==> src/rtl/jk_bank_driver.sv <==
// jk_bank_driver: drives a bank of external JK flip-flops to a commanded state.
//
// state  | meaning
// -------+----------------------------------------------------------------
// IDLE   | waiting for a target; target_ready is high
// APPLY  | one cycle of per-bit J/K excitation from live q_fb and tgt_q
// SETTLE | excitation removed; the bank output settles after its clock edge
// CHECK  | compare q_fb with tgt_q; pulse done, retry, or pulse error
//
// The bank samples j/k on the edge that ends APPLY. q_fb is therefore
// stable during SETTLE and CHECK. All handshake and status outputs are
// registered. j/k are decoded from the state register, so an asynchronous
// reset forces them to zero at once.
module jk_bank_driver #(
  parameter int WIDTH     = 4,
  parameter int MAX_RETRY = 2,
  parameter int CNT_W     = 8
) (
  input  logic             clk,
  input  logic             reset_n,
  input  logic [WIDTH-1:0] target,
  input  logic             target_valid,
  output logic             target_ready,
  input  logic [WIDTH-1:0] q_fb,
  output logic [WIDTH-1:0] j,
  output logic [WIDTH-1:0] k,
  output logic             done,
  output logic             error,
  output logic [CNT_W-1:0] mismatch_count
);

  // The retry counter is at least one bit wide, so MAX_RETRY = 0 still elaborates.
  localparam int RW = (MAX_RETRY < 1) ? 1 : $clog2(MAX_RETRY + 1);
  localparam logic [RW-1:0]    RETRY_MAX = RW'(MAX_RETRY);
  localparam logic [CNT_W-1:0] CNT_MAX   = '1;

  typedef enum logic [1:0] {
    IDLE   = 2'd0,
    APPLY  = 2'd1,
    SETTLE = 2'd2,
    CHECK  = 2'd3
  } state_t;

  state_t           state_q, state_d;
  logic [WIDTH-1:0] tgt_q, tgt_d;
  logic [RW-1:0]    retry_q, retry_d;
  logic             target_ready_q, target_ready_d;
  logic             done_q, done_d;
  logic             error_q, error_d;
  logic [CNT_W-1:0] mismatch_count_q, mismatch_count_d;

  logic accept;
  logic match;

  assign accept = (state_q == IDLE) && target_ready_q && target_valid;
  assign match  = (q_fb == tgt_q);

  // Next-state logic, target latch, retry bookkeeping and registered status
  always_comb begin
    state_d          = state_q;
    tgt_d            = tgt_q;
    retry_d          = retry_q;
    done_d           = 1'b0;
    error_d          = 1'b0;
    mismatch_count_d = mismatch_count_q;

    case (state_q)
      IDLE: begin
        if (accept) begin
          tgt_d   = target;
          retry_d = '0;
          state_d = APPLY;
        end
      end
      APPLY: begin
        state_d = SETTLE;
      end
      SETTLE: begin
        state_d = CHECK;
      end
      CHECK: begin
        if (match) begin
          done_d  = 1'b1;
          state_d = IDLE;
        end else if (retry_q < RETRY_MAX) begin
          retry_d = retry_q + 1'b1;
          state_d = APPLY;
        end else begin
          error_d = 1'b1;
          if (mismatch_count_q != CNT_MAX) begin
            mismatch_count_d = mismatch_count_q + 1'b1;
          end
          state_d = IDLE;
        end
      end
      default: begin
        state_d = IDLE;
      end
    endcase

    // Ready tracks being in IDLE. It rises in the same cycle as done/error,
    // which allows a new target every 4 cycles.
    target_ready_d = (state_d == IDLE);
  end

  // Excitation: set bits that must rise and clear bits that must fall. This never toggles.
  always_comb begin
    j = '0;
    k = '0;
    if (state_q == APPLY) begin
      j = ~q_fb & tgt_q;
      k = q_fb & ~tgt_q;
    end
  end

  // State and output registers with asynchronous active-low reset
  always_ff @(posedge clk or negedge reset_n) begin
    if (!reset_n) begin
      state_q          <= IDLE;
      tgt_q            <= '0;
      retry_q          <= '0;
      target_ready_q   <= 1'b0;
      done_q           <= 1'b0;
      error_q          <= 1'b0;
      mismatch_count_q <= '0;
    end else begin
      state_q          <= state_d;
      tgt_q            <= tgt_d;
      retry_q          <= retry_d;
      target_ready_q   <= target_ready_d;
      done_q           <= done_d;
      error_q          <= error_d;
      mismatch_count_q <= mismatch_count_d;
    end
  end

  assign target_ready   = target_ready_q;
  assign done           = done_q;
  assign error          = error_q;
  assign mismatch_count = mismatch_count_q;

endmodule

==> config.mk <==
export PLATFORM = sky130hd
export DESIGN_NAME = jk_bank_driver
export DESIGN_NICKNAME = d
export VERILOG_FILES = /design/src/rtl/jk_bank_driver.sv
export SDC_FILE = /design/constraint.sdc
export NUM_CORES = 1
export LEC_CHECK = 0
export CELL_PAD_IN_SITES_DETAIL_PLACEMENT = 1
export CELL_PAD_IN_SITES_GLOBAL_PLACEMENT = 1
export CORE_AREA = 10 10 74 82
export DETAILED_ROUTE_END_ITERATION = 12
export DIE_AREA = 0 0 84 92
export PLACE_DENSITY_LB_ADDON = 0.1
export SYNTH_ARGS = -nofsm -noshare
export SYNTH_HDL_FRONTEND = slang
export SYNTH_SLANG_ARGS = --single-unit
==> constraint.sdc <==
create_clock -name clk -period 4.9 [get_ports clk]
set_input_delay 1.225 -clock clk [delete_from_list [all_inputs] [get_ports clk]]
set_output_delay 1.225 -clock clk [all_outputs]
set_load 0.01 [all_outputs]
==> out/results.ini, run 1 <==
[clock_tree]
cts_buffer_depth=2
cts_num_sinks=19
cts_buffers=3
clock_latency_ns=0.26
clk_root_buffer_cell=clkbuf_8
postCtsResizedCells=0
cts_tree=yes
htree_levels=1
postCtsSetupBuffers=0
clk_pin_slew_worst_paths_ns=0.07
ctsHoldBuffers=0

[hold_path]
hold_path.class=reg2reg
min_path_cells=1

[synth]
yosys-mux-area-fraction=0.105
netlist_area_um2=1070
yosys.cell_types.count=25
synth_cells=101
synth_fp_nets=124
synth_xor_area_frac=0.0327
synth_area_per_cell_um2=10.6
synth_compound_area_frac=0.0408
ys_seq_elements=19
synth_top_family_by_area=simple AND/OR/NAND/NOR gates
synth_fa_ha_area_frac=0.140
yosysSeqAreaShare=0.443
ys_warn_count=0
synthSimpleGateAreaFrac=0.189

[final_layout]
layout.nets=158
antenna_cells=0
utilization=0.329
drive_gt1_frac=0.127
most-common-layout-cells=clkdlybuf4s50_1 (29), dfrtp_1 (19), inv_1 (14)
syn_to_final_growth_pct=37.9
nFillCells=522
layout_commonest_cell=clkdlybuf4s50_1

[pwr]
pwr_density_cell_nw_per_um2=478
p_sw_uw=265
swShare=0.375
p_seq_frac=0.385
p_comb_frac=0.459
peakVddDrop_mv=0.169
pwr-share-clk=0.156
total_power_uw=706
leakage_nw=0.684
p_int_uw=441

[worst_setup_path]
cp.arrival_ns=2.56
crit_end=j[2]
path_class=in2out
r2r_cells=5
r2r_slack_ns=3.08
reg2reg_from=tgt_q[1]
r2r_end=retry_q[0]
cp-startpoint=q_fb[2]
cp-end-kind=output port
cp.required_ns=3.67
worst-path-max-fanout=2
startpoint_type=primary input

[floorplan]
io_pins=30
die_area_um2=7730
die_w_um=84
core-area_um2=4490
row_count=26
initial_core_util=0.239
die_h_um=92

[placement]
dpl.hpwl_um=2280
preCtsSetupSlack_ns=1.11
gp_congestion=0.745
portBuffers=29

[flow_run]
drv_cap=0

[grt]
grt_overflow_total=0
grt_pass1_wl_um=5020
grt_pass1_vias=997
grt_usage=0.0792
antenna_found_initial=0
grt_max_degree=20

[routing]
first_pass_iters=2
vias=843
drc=0
wire_per_inst_um=14.9
drt_iter0_drc=24
vias_per_cell=4.44
drtAntennaViolNets=0
wl_um=2830

[timing]
hold_violations=0
layout_setup_ws_ns=1.11
fmax_mhz=264
fin_crit_sh=0.773
max_slew_margin=0.382
tns_ns=0
rsz0062_at_grt=no
worstMarginPinSlew_ns=0.924
clock_skew_ns=0.00309
maxSlewViolCount=0
setup_viol=0
period_needed_ns=3.79

[outcome]
outcome=complete, no violations

[kinds of logic (layout without fill, tap and decap cells)]
family | after synthesis | in the layout
and+or+nand+nor | 35 | 35
DFF | 19 | 19
buffers and inverters | 14 | 47
adders and majority gates | 12 | 12
muxes | 10 | 10
AOI/OAI and AO/OA | 7 | 7
xor gates and xnor gates | 4 | 4
[worst max-delay path, cell delays in order]
cell and delay (ns):
clkdlybuf4s50_1 0.49, inv_1 0.05, ha_1 0.18, and2_1 0.15
clkdlybuf4s50_1 0.47
[routing by layer]
layer,vias up,track usage,part of all wire
met2,22,0.145,0.52
met1,413,0.0820,0.40
li1,404,-,-
met5,-,0,0
met4,0,0.0251,0.013
met3,4,0.0292,0.071
[power groups by stage]
| stage | Sequential, mW | Clock (mW) | Combinational, mW |
|---|---|---|---|
| after floorplan | 0.272 | 0 | 0.179 |
| after global placement | 0.272 | 0 | 0.316 |
| after detailed placement | 0.276 | 0 | 0.332 |
| after CTS | 0.273 | 0.118 | 0.334 |
| after global routing | 0.285 | 0.125 | 0.370 |
| final | 0.272 | 0.110 | 0.324 |
[state kept, by name, indices dropped and copies added, names as in the netlist]
register	flops
target_ready	1
error	1
state_q	2
tgt_q	4
mismatch_count	8
retry_q	2
done	1
[area by class of cell]
class	count	area [um^2]	area share
timing repair buffer	29	290	0.196
multi-input combinational	68	544	0.368
clock inverter	1	5.00	0.00338
tap	56	70.1	0.0474
inverter	14	52.6	0.0355
sequential	19	475	0.321
clock buffer	3	41.3	0.0279
[through the flow]
stage,std cells,cell area [um^2],hold WS (ns)
after global routing,190,1480,0.572
after global placement,186,1430,0.509
after detailed placement,186,1430,0.519
final,190,1480,0.523
after floorplan,101,1070,0.506
after CTS,190,1480,0.534
[cells in the mapped netlist]
| library cell | count | area [um^2] |
|---|---|---|
| and4_1 | 1 | 8.76 |
| mux2_4 | 1 | 15.0 |
| xnor2_1 | 3 | 26.3 |
| mux2i_1 | 3 | 30.0 |
| o32ai_1 | 1 | 8.76 |
| nand4_1 | 3 | 18.8 |
| o21ai_0 | 1 | 5.00 |
| inv_1 | 14 | 52.6 |
| or3_1 | 1 | 6.26 |
| and4_4 | 1 | 11.3 |
| mux2_2 | 6 | 67.6 |
| a32oi_1 | 1 | 8.76 |
| nor2_1 | 4 | 15.0 |
| and2_1 | 8 | 50.1 |
| xor2_1 | 1 | 8.76 |
| and3_2 | 2 | 15.0 |
| nor2_2 | 1 | 6.26 |
| ha_1 | 12 | 150 |
| nand2_1 | 6 | 22.5 |
| and2_4 | 1 | 8.76 |
| a21oi_1 | 3 | 15.0 |
| a31oi_1 | 1 | 6.26 |
| dfrtp_1 | 19 | 475 |
| nand3_1 | 6 | 30.0 |
| nor3_2 | 1 | 10.0 |
[worst min-delay path by stage]
stage                      startpoint                end
floorplan                    tgt_q[0]           tgt_q[0]
global placement    mismatch_count[0]  mismatch_count[0]
detailed placement  mismatch_count[0]  mismatch_count[0]
CTS                 mismatch_count[0]  mismatch_count[0]
global route        mismatch_count[0]  mismatch_count[0]
finish              mismatch_count[0]  mismatch_count[0]
(Power assumes the default switching activity.)
==> run 2, diff against run 1 <==
==> constraint.sdc (replaced) <==
create_clock -name clk -period 3.05 [get_ports clk]
set_input_delay 0.7625 -clock clk [delete_from_list [all_inputs] [get_ports clk]]
set_output_delay 0.7625 -clock clk [all_outputs]
set_load 0.01 [all_outputs]
==> run 2 against run 1 <==
Compared with the run above: clock power rose by 65%; final area is 0.51% higher; sequential power rose by 60%; die area stayed put; routed wire length is 2.7% lower; sequential cell count unchanged; worst setup slack worse by 0.92 ns; count of clock-buffer cells in the layout unchanged; non-clock buffer count grew 1; clock skew is essentially flat; sequential share of layout area down 0.16 points; first-iteration DRC count down 4.2%; critical endpoint is now j[1]; highest routed layer unchanged.
==> out/results.ini, run 2 (same netlist as run 1, synthesis figures left out) <==
[clock_tree]
clk_root_buffer_cell=clkbuf_8
cts_num_sinks=19
ctsHoldBuffers=0
cts_tree=yes
clk_pin_slew_worst_paths_ns=0.08
cts_buffer_depth=2
htree_levels=1
clock_latency_ns=0.26
postCtsSetupBuffers=0
postCtsResizedCells=0
cts_buffers=3

[final_layout]
antenna_cells=0
largest_reg_flops=8
syn_to_final_growth_pct=38.6
most-common-layout-cells=clkdlybuf4s50_1 (29), dfrtp_1 (19), inv_1 (14)
drive_gt1_frac=0.133
layout_commonest_cell=clkdlybuf4s50_1
layout.nets=159

[grt]
grt_usage=0.0774
grt_overflow_total=0
grt_pass1_vias=991
grt_max_degree=20
antenna_found_initial=0
grt_pass1_wl_um=4900

[placement]
portBuffers=29
gp_congestion=0.749
dpl.hpwl_um=2190

[routing]
met2WireLength_um=1440
wl_met1_um=1080
drc=0
wl_um=2750
drt_iter0_drc=23
first_pass_iters=4
vias_per_cell=4.42
wire_per_inst_um=14.4
drtAntennaViolNets=0
met3_length_um=197
vias=845
highest_layer=met4

[pwr]
total_power_mw=1.13
leakage_nw=0.689
pwr_density_cell_nw_per_um2=761
peakVddDrop_mv=0.262

[floorplan]
core-area_um2=4490
die_w_um=84
die_area_um2=7730
io_pins=30
die_h_um=92
initial_core_util=0.239
row_count=26

[timing]
clock_skew_ns=0.00358
setup_viol=0
tns_ns=0
rsz0062_at_grt=no
fin_crit_sh=0.937
max_slew_margin=0.802
worstMarginPinSlew_ns=0.296
maxSlewViolCount=0
hold_ws_ns=0.537
period_needed_ns=2.86
fmax_mhz=350
hold_violations=0

[worst_setup_path]
path_class=in2out
cp.arrival_ns=2.10
startpoint_type=primary input
r2r_cells=5
worst-path-max-fanout=2
cp.required_ns=2.29
cp-end-kind=output port

[hold_path]
min_path_cells=1
hold_path.class=reg2reg

[flow_run]
drv_cap=0

[outcome]
outcome=complete, no violations

run 2: worst max-delay path: stages:
cell and delay, ns:
clkdlybuf4s50_1 0.49, inv_1 0.05, ha_1 0.18, and2_1 0.15
clkdlybuf4s50_1 0.47
run 2: power by group:
part | internal, mW | switching, mW
registers | 0.344 | 0.0919
logic | 0.273 | 0.240
clock network | 0.0909 | 0.0904
total | 0.708 | 0.423
run 2: final timing paths:
check / start / slack (ns) / to
hold reg to reg: mismatch_count[4] / 0.54 / mismatch_count[4]
setup / recovery: q_fb[1] / 0.19 / j[1]
min in group asynchronous: reset_n / 0.84 / mismatch_count[6]
setup reg to reg: tgt_q[3] / 1.27 / retry_q[0]
hold / removal: mismatch_count[4] / 0.54 / mismatch_count[4]
max in group asynchronous: reset_n / 2.00 / tgt_q[0]
run 2: metal layers:
layer,GRT usage,vias to the layer above
li1,-,408
met1,0.0809,410
met2,0.138,23
met3,0.0283,4
met4,0.0293,0
met5,0,-
run 2: area by class of cell:
cell class	instances	area, um^2
Clock buffer	3	41.3
Inverter	14	52.6
Clock inverter	1	5.00
Tap cell	56	70.1
Multi-Input combinational cell	68	544
Timing Repair Buffer	30	298
Sequential cell	19	475
Fill cell	532	3000
run 2: metrics by stage:
stage	setup WS, ns	utilization	instance area [um^2]	cells
after floorplan	1.00	-	1070	101
after global placement	0.191	0.321	1440	187
after detailed placement	0.182	0.321	1440	187
after CTS	0.176	0.331	1490	191
after global routing	0.119	0.331	1490	191
final	0.192	0.331	1490	191
==> run 3, diff against run 2 <==
--- a/config.mk
+++ b/config.mk
@@ -8,8 +8,10 @@
 export CELL_PAD_IN_SITES_DETAIL_PLACEMENT = 1
 export CELL_PAD_IN_SITES_GLOBAL_PLACEMENT = 1
 export CORE_AREA = 10 10 74 82
+export CTS_CLUSTER_DIAMETER = 40
 export DETAILED_ROUTE_END_ITERATION = 12
 export DIE_AREA = 0 0 84 92
+export GPL_TIMING_DRIVEN = 1
 export PLACE_DENSITY_LB_ADDON = 0.1
 export SYNTH_ARGS = -nofsm -noshare
 export SYNTH_HDL_FRONTEND = slang
==> results of run 3 <==
No change in the layout: final DEF, timing and power equal those of run 2.
